`config.mk`:
```
export PLATFORM = sky130hd
export DESIGN_NAME = elevator_car_ctrl
export DESIGN_NICKNAME = d
export VERILOG_FILES = /design/src/rtl/elevator_pkg.sv /design/src/rtl/btn_sync.sv /design/src/rtl/elevator_car_ctrl.sv
export SDC_FILE = /design/constraint.sdc
export NUM_CORES = 1
export LEC_CHECK = 0
export BUFFER_PORTS_ARGS = -buffer_cell sky130_fd_sc_hd__buf_4
export CELL_PAD_IN_SITES_DETAIL_PLACEMENT = 0
export CELL_PAD_IN_SITES_GLOBAL_PLACEMENT = 2
export CORE_MARGIN = 5
export CORE_UTILIZATION = 40
export DETAILED_ROUTE_END_ITERATION = 6
export GPL_TIMING_DRIVEN = 0
export PLACE_DENSITY = 0.91
export SLEW_MARGIN = 40
export SYNTH_ARGS = -nofsm -noshare
export SYNTH_HDL_FRONTEND = slang
export SYNTH_SLANG_ARGS = --single-unit
```
`constraint.sdc`:
```
create_clock -name clk_50 -period 4.8 [get_ports clk_50]
set_input_delay 0.48 -clock clk_50 [delete_from_list [all_inputs] [get_ports clk_50]]
set_output_delay 0.48 -clock clk_50 [all_outputs]
set_load 0.02 [all_outputs]
```
`src/rtl/elevator_pkg.sv`:
```
// elevator_pkg: shared types and helpers for the three-floor car controller.
//   NUM_FLOORS    - number of served floors
//   floor_t       - floor index (0..2)
//   car_state_t   - car controller state
//   req_above/below - is any request pending beyond a given floor
//   floor_onehot  - floor index to one-hot floor vector
package elevator_pkg;

  localparam int NUM_FLOORS = 3;

  typedef logic [1:0] floor_t;

  typedef enum logic [1:0] {
    IDLE,
    MOVE_UP,
    MOVE_DOWN,
    DOOR_OPEN
  } car_state_t;

  function automatic logic req_above(input logic [NUM_FLOORS-1:0] req, input floor_t f);
    case (f)
      2'd0:    req_above = req[1] | req[2];
      2'd1:    req_above = req[2];
      default: req_above = 1'b0;
    endcase
  endfunction

  function automatic logic req_below(input logic [NUM_FLOORS-1:0] req, input floor_t f);
    case (f)
      2'd2:    req_below = req[1] | req[0];
      2'd1:    req_below = req[0];
      default: req_below = 1'b0;
    endcase
  endfunction

  function automatic logic [NUM_FLOORS-1:0] floor_onehot(input floor_t f);
    floor_onehot = 3'b001 << f;
  endfunction

endpackage

```
`src/rtl/btn_sync.sv`:
```
// btn_sync: brings one asynchronous push-button into the clk_50 domain and
// produces a single-cycle pulse on each press.
//   clk_50 - system clock
//   rst    - asynchronous active-high reset
//   btn_i  - raw button level
//   rise_o - one-cycle pulse per rising edge of the synchronised button
module btn_sync (
  input  logic clk_50,
  input  logic rst,
  input  logic btn_i,
  output logic rise_o
);

  logic sync1_q;
  logic sync2_q;
  logic prev_q;

  always_ff @(posedge clk_50 or posedge rst) begin
    if (rst) begin
      sync1_q <= 1'b0;
      sync2_q <= 1'b0;
      prev_q  <= 1'b0;
    end else begin
      sync1_q <= btn_i;
      sync2_q <= sync1_q;
      prev_q  <= sync2_q;
    end
  end

  // A held button leaves sync2_q == prev_q, so only the press itself pulses.
  assign rise_o = sync2_q & ~prev_q;

endmodule

```
`src/rtl/elevator_car_ctrl.sv`:
```
// elevator_car_ctrl: three-floor elevator car controller.
//   clk_50     - system clock
//   rst        - asynchronous active-high reset
//   tick       - slow step clock from the divider (rising edge used)
//   btn[2:0]   - raw floor-request buttons, bit i = floor i
//   led1..led3 - one-hot current floor indicators (floor 0..2)
//   door_open  - door is open
//   moving     - car is travelling
//   dir_up     - last/current travel direction is up
//   pending    - latched, unserved requests
module elevator_car_ctrl
  import elevator_pkg::*;
#(
  parameter int DOOR_TICKS = 2
) (
  input  logic                  clk_50,
  input  logic                  rst,
  input  logic                  tick,
  input  logic [NUM_FLOORS-1:0] btn,
  output logic                  led1,
  output logic                  led2,
  output logic                  led3,
  output logic                  door_open,
  output logic                  moving,
  output logic                  dir_up,
  output logic [NUM_FLOORS-1:0] pending
);

  localparam logic [1:0] DOOR_LAST = 2'(DOOR_TICKS);

  logic [NUM_FLOORS-1:0] btn_rise;

  for (genvar gi = 0; gi < NUM_FLOORS; gi++) begin : g_btn
    btn_sync u_btn_sync (
      .clk_50 (clk_50),
      .rst    (rst),
      .btn_i  (btn[gi]),
      .rise_o (btn_rise[gi])
    );
  end

  car_state_t            state_q, state_d;
  floor_t                floor_q, floor_d;
  logic                  dir_up_q, dir_up_d;
  logic [NUM_FLOORS-1:0] pending_q, pending_d;
  logic [1:0]            door_cnt_q, door_cnt_d;
  logic [NUM_FLOORS-1:0] leds_q;
  logic                  door_open_q;
  logic                  moving_q;
  logic                  tick_q;
  logic                  step_q;

  logic [NUM_FLOORS-1:0] pend_w;
  floor_t                floor_up;
  floor_t                floor_dn;
  logic [NUM_FLOORS-1:0] cur_oh;
  logic [NUM_FLOORS-1:0] up_oh;
  logic [NUM_FLOORS-1:0] dn_oh;

  // Requests seen this cycle count immediately, so a press at the floor
  // being served never shows up in pending.
  assign pend_w   = pending_q | btn_rise;
  assign floor_up = floor_q + 2'd1;
  assign floor_dn = floor_q - 2'd1;
  assign cur_oh   = floor_onehot(floor_q);
  assign up_oh    = floor_onehot(floor_up);
  assign dn_oh    = floor_onehot(floor_dn);

  always_comb begin
    state_d    = state_q;
    floor_d    = floor_q;
    dir_up_d   = dir_up_q;
    pending_d  = pend_w;
    door_cnt_d = door_cnt_q;
    case (state_q)
      IDLE: begin
        if (|(pend_w & cur_oh)) begin
          pending_d  = pend_w & ~cur_oh;
          state_d    = DOOR_OPEN;
          door_cnt_d = 2'd0;
        end else if (dir_up_q && req_above(pend_w, floor_q)) begin
          state_d = MOVE_UP;
        end else if (!dir_up_q && req_below(pend_w, floor_q)) begin
          state_d = MOVE_DOWN;
        end else if (req_above(pend_w, floor_q)) begin
          dir_up_d = 1'b1;
          state_d  = MOVE_UP;
        end else if (req_below(pend_w, floor_q)) begin
          dir_up_d = 1'b0;
          state_d  = MOVE_DOWN;
        end
      end
      MOVE_UP: begin
        // No target above also covers the top-floor bound.
        if (!req_above(pend_w, floor_q)) begin
          state_d = IDLE;
        end else if (step_q) begin
          floor_d = floor_up;
          if (|(pend_w & up_oh)) begin
            pending_d  = pend_w & ~up_oh;
            state_d    = DOOR_OPEN;
            door_cnt_d = 2'd0;
          end else if (!req_above(pend_w, floor_up)) begin
            state_d = IDLE;
          end
        end
      end
      MOVE_DOWN: begin
        if (!req_below(pend_w, floor_q)) begin
          state_d = IDLE;
        end else if (step_q) begin
          floor_d = floor_dn;
          if (|(pend_w & dn_oh)) begin
            pending_d  = pend_w & ~dn_oh;
            state_d    = DOOR_OPEN;
            door_cnt_d = 2'd0;
          end else if (!req_below(pend_w, floor_dn)) begin
            state_d = IDLE;
          end
        end
      end
      DOOR_OPEN: begin
        pending_d = pend_w & ~cur_oh;
        // A fresh press at this floor holds the door for a full period again.
        if (|(btn_rise & cur_oh)) begin
          door_cnt_d = 2'd0;
        end else if (step_q) begin
          if (door_cnt_q + 2'd1 == DOOR_LAST) begin
            state_d    = IDLE;
            door_cnt_d = 2'd0;
          end else begin
            door_cnt_d = door_cnt_q + 2'd1;
          end
        end
      end
      default: state_d = IDLE;
    endcase
  end

  always_ff @(posedge clk_50 or posedge rst) begin
    if (rst) begin
      state_q     <= IDLE;
      floor_q     <= 2'd0;
      dir_up_q    <= 1'b1;
      pending_q   <= '0;
      door_cnt_q  <= 2'd0;
      leds_q      <= 3'b001;
      door_open_q <= 1'b0;
      moving_q    <= 1'b0;
      tick_q      <= 1'b0;
      step_q      <= 1'b0;
    end else begin
      tick_q      <= tick;
      step_q      <= tick & ~tick_q;
      state_q     <= state_d;
      floor_q     <= floor_d;
      dir_up_q    <= dir_up_d;
      pending_q   <= pending_d;
      door_cnt_q  <= door_cnt_d;
      leds_q      <= floor_onehot(floor_d);
      door_open_q <= (state_d == DOOR_OPEN);
      moving_q    <= (state_d == MOVE_UP) || (state_d == MOVE_DOWN);
    end
  end

  assign led1      = leds_q[0];
  assign led2      = leds_q[1];
  assign led3      = leds_q[2];
  assign door_open = door_open_q;
  assign moving    = moving_q;
  assign dir_up    = dir_up_q;
  assign pending   = pending_q;

endmodule

```
# Word-level counts from Yosys, hierarchy flattened
# Cells that the tools add are included.
[word_totals]
reg_bits = 26
inputBits = 6
output_inout_bits = 9
elab_cells = 155
[classes]
addsub = 3
eq_ne = 20
shifts = 4
muxes = 71
bitwise_logic = 24
reduce_logical = 14
[op_table]
columns = ["cell", "count"]
rows = [
  ["2-bit two-way mux", 30],
  ["1-bit two-way mux", 26],
  ["3-bit bitwise AND", 7],
  ["3-bit two-way mux", 7],
  ["2-bit case mux with 4 select lines", 2],
  ["2-bit equality test (second input constant)", 7],
  ["2-bit != test (second input constant)", 7],
  ["3-bit case mux with 4 select lines", 1],
  ["3-bit OR reduction", 4],
  ["1-bit by 2-bit left shift with 3-bit output (first input constant)", 4],
  ["2-bit by 1-bit equality test with 1-bit output (second input constant)", 5],
  ["3-bit inverter", 3],
  ["1-bit case mux with 2 select lines", 4],
  ["8-bit AND reduction", 1],
  ["1-bit inverter", 7],
  ["2-bit logical NOT", 3],
  ["5-bit AND reduction", 1],
  ["2-bit by 1-bit adder with 2-bit output (second input constant)", 2],
  ["1-bit bitwise AND", 4],
  ["2-bit case mux with 2 select lines", 1],
  ["3-bit != test (second input constant)", 1],
  ["3-bit bitwise OR", 1],
  ["1-bit logical AND", 2],
  ["1-bit bitwise OR", 2],
  ["other kinds (4)", 4],
]

# Longest topological paths before layout
[logic_depth]
word_depth = 29
mapped_depth = 9
depth_no_buf = 8

# Cells and area by module
# Synthesis repeated with hierarchy kept, for this count alone.
[hier_totals]
cells_unflattened = 141
area_unflattened_um2 = 1462.7
[by_module_without_submodules]
columns = ["mod", "instances", "cells_per_inst", "area_per_inst_um2", "seq_area_each_um2"]
rows = [
  ["elevator_car_ctrl", 1, 126, 1184.9, 427.9],
  ["btn_sync", 3, 5, 92.6, 75.1],
]

# Worst setup path after synthesis
# OpenSTA, ideal clock, no wires.
[synth_path]
path_kind = "register -> register"
startpoint = "register floor_q[0]"
endpoint = "register moving_q, in the netlist moving"
t_arrival_ns = 2.127
setup_slack_ns = 2.548
stages_incl_launch_ff = 10
n_path_buf = 1
cell_sequence = "dfrtp_1 inv_1 ha_1 clkbuf_1 o211ai_1 o32ai_1 and3b_1 a311o_1 o32a_1 ha_1"
[synth_between]
elab_chain_len = 15
[synth_lines]
columns = ["item", "line", "rtl"]
rows = [
  ["start: declaration", "elevator_car_ctrl.sv:43", "floor_t floor_q, floor_d;"],
  ["start signal: assignment", "elevator_car_ctrl.sv:156", "floor_q <= floor_d;"],
  ["parallel branches: the longest is 12 deep, another holds 2-bit by 1-bit subtractor with 2-bit output", "--", ""],
  ["2-bit case mux with 4 select lines *", "elevator_car_ctrl.sv:75", "case (state_q)"],
  ["via state_d[0]", "elevator_car_ctrl.sv:42", "car_state_t state_q, state_d;"],
  ["2-bit by 1-bit equality test with 1-bit output / 2-bit equality test (equally long branches)", "elevator_car_ctrl.sv:162", "moving_q <= (state_d == MOVE_UP) || (state_d == MOVE_DOWN);"],
  ["1-bit logical OR *", "elevator_car_ctrl.sv:162", ""],
  ["end signal: assignment", "elevator_car_ctrl.sv:162", ""],
  ["end: declaration", "elevator_car_ctrl.sv:49", "logic moving_q;"],
]
# Mark *: on every way through the listed nets, which the timed path passes. The select of a mux whose other input is x is not followed.
# A chain may end at the register's enable or synchronous reset.

# Worst setup path in the final report
# Same ends and word-level chain as after synthesis.

==> impl_metrics.py <==
metrics = {
    "clock_network": {
        "cts_buffer_depth": 2,
        "clkTransAtPathRegs_ns": 0.14,
        "cts_resized": 0,
        "htree_levels": 1,
        "cts_root_buf": "clkbuf_4",
        "clk_latency_ns": 0.33,
        "cts_setup_buffers": 0,
        "cts_sinks": 26,
        "ctsHoldBuffers": 0,
        "cts-buffers-inserted": 3,
        "cts_tree": "done",
    },
    "detailed_routing": {
        "drt_first_pass_iters": 5,
        "totalWireLength_um": 3090,
        "viasPerCell": 5.70,
        "wl_per_cell_um": 14.9,
        "vias": 1180,
        "drcViolationCount": 0,
        "drt-initial-drc-count": 73,
        "ant_nets": 0,
    },
    "worst_setup_path": {
        "end_kind": "flop",
        "crit_fanout": 8,
        "cp.arrival_ns": 2.84,
        "path_class": "reg -> reg",
        "cp-start-kind": "flop",
        "required_ns": 5.02,
    },
    "timing": {
        "skew_ns": 0.00548,
        "fmax_mhz": 383,
        "drv_slew": 0,
        "hold_viol_final": 0,
        "setup_ws_ns": 2.19,
        "rsz0062_at_grt": "false",
        "relSlewSlack_pct": 61.5,
        "tightest_slew_ns": 0.578,
        "whs_ns": 0.179,
        "setup-tns-final_ns": 0,
        "fin_crit_ns": 2.61,
        "period_share_pct": 54.4,
        "setup_viol": 0,
    },
    "yosys": {
        "yosysWarnings": 0,
        "synthCells": 143,
        "ys_types": 46,
        "syn_nets": 163,
        "ys.flop_type": "dfrtp_1",
        "synth-seq-cells": 26,
        "yosys.area.top_type": "dfrtp_1",
        "seq_area_frac_synth_pct": 45.0,
        "synthTopCellsByArea": "dfrtp_1, ha_1, nor2_1",
        "synth_area_um2": 1450,
        "yosysTopAreaCellShare_pct": 41.3,
        "synth_edf_count": 0,
        "synthArstFlopShare_pct": 100,
        "syn_avg_cell_area_um2": 10.2,
    },
    "global_route": {
        "grt.met3_usage_pct": 2.87,
        "overflow": 0,
        "use_met1_pct": 17.3,
        "grt_max_degree": 27,
        "antenna_found_initial": 0,
        "grtUsageMet2_pct": 22.8,
        "grt_util_all_layers_pct": 13.7,
        "first_global_vias": 1177,
        "top_usage_layer": "met2",
        "grt_pass1_wl_um": 5420,
    },
    "floorplanning": {
        "core_area_um2": 3420,
        "die-area_um2": 4940,
        "io_pins": 15,
        "die_h_um": 70.3,
        "num_rows": 21,
        "die_width_um": 70.3,
        "start_util_pct": 42.5,
    },
    "finish": {
        "antenna_cells": 0,
        "mostFrequentLayoutCells": "dfrtp_1, nor2_1, buf_4",
        "fin_nets": 182,
        "area_delta_synth_final_pct": 13.7,
        "fill_cells": 323,
        "final_area_um2": 1650,
        "final_common_cell": "dfrtp_1",
        "layout-drive-gt1-share_pct": 17.4,
    },
    "hold_path": {
        "hold_class": "in -> async",
    },
    "place": {
        "hpwlAfterDp_um": 2350,
        "placed_area_um2": 1620,
        "gp_congestion": 0.887,
        "port_buffers": 14,
        "place_ws_ns": 2.24,
    },
    "power": {
        "power.density_nw_per_um2": 604,
        "ir_drop_mv": 0.242,
        "power.total_uw": 998,
        "p_leak_uw": 0.000744,
    },
    "outcome": {
        "status": "completed",
    },
    "run": {
        "cap_violations": 0,
    },
}
area by class of cell:
cell class	instances	area, µm²	share of cell area (%)
buffer	3	16.3	0.985
timing repair buffer	14	105	6.36
multi-input combinational	105	749	45.4
tap	46	57.6	3.48
inverter	9	33.8	2.05
clock buffer	4	36.3	2.20
sequential	26	653	39.5
metal layers:
| layer | part of all wire (%) | wire length (µm) |
|---|---|---|
| met5 | 0 | 0 |
| met1 | 45 | 1400 |
| met3 | 6.7 | 206 |
| met2 | 46 | 1410 |
| met4 | 2.2 | 67 |
per-stage QoR:
stage / std cells / util [%]
4_1_cts: 207 / 48.4
3_3_place_gp: 203 / 47.3
6_report: 207 / 48.4
5_1_grt: 207 / 48.4
2_1_floorplan: 143 / -
3_5_place_dp: 203 / 47.3
cells in the mapped netlist (all sizes together) (2+ instances only):
cell and count:
or2 4, nand2 8, nor2 18, a222oi 3
o21ai 9, ha 14, dfstp 2, o221ai 3
a21oi 3, inv 9, o32ai 2, buf 2
o211ai 3, o22a 2, nor2b 4, o31ai 2
a2bb2oi 3, nand3 3, dfrtp 24, a31oi 2
and2 2, nor3 2, o22ai 3
where the power goes:
group / leakage (µW) / internal (µW) / switching (µW)
Clock: 0.0000210 / 46.4 / 66.8
Combinational: 0.000404 / 230 / 341
Sequential: 0.000319 / 273 / 40.8
Total: 0.000744 / 549 / 448
path summary, 6_finish.rpt:
kind	from	end	slack, ns	depth (start not counted)
max	floor_q[0]$_DFF_PP0_	moving$_DFF_PP0_	2.19	7
min	rst	pending[2]$_DFF_PP0_	0.18	2
max reg2reg	floor_q[0]$_DFF_PP0_	moving$_DFF_PP0_	2.19	7
min reg2reg	g_btn[0].u_btn_sync.sync1_q$_DFF_PP0_	g_btn[0].u_btn_sync.sync2_q$_DFF_PP0_	0.37	0
max in group asynchronous	rst	dir_up$_DFFE_PP1P_	4.25	2
min in group clk_50	btn[0]	g_btn[0].u_btn_sync.sync1_q$_DFF_PP0_	0.24	1
state kept, by name, indices dropped and copies added, names as in the netlist:
signal                    count
tick_q                        1
moving                        1
g_btn.u_btn_sync.prev_q       3
g_btn.u_btn_sync.sync1_q      3
dir_up                        1
leds_q                        3
door_cnt_q                    2
door_open                     1
g_btn.u_btn_sync.sync2_q      3
step_q                        1
pending                       3
floor_q                       2
state_q                       2
critical path, cell delays in order (launching register included):
cell and delay, ns:
dfrtp_1 0.47, inv_1 0.13, ha_1 0.22, clkbuf_1 0.20, a222oi_1 0.60, nand2_1 0.19, o32a_1 0.40, ha_1 0.30
cells by family after synthesis:
group	synth area share [%]
buffers and inverters	3.44
flip-flops	45.0
AO/OA/AOI/OAI	22.1
adder cells (fa/ha/maj)	12.1
AND/OR/NAND/NOR	16.7
multiplexers	0.775
No activity file was read; power rests on OpenSTA's default activity.
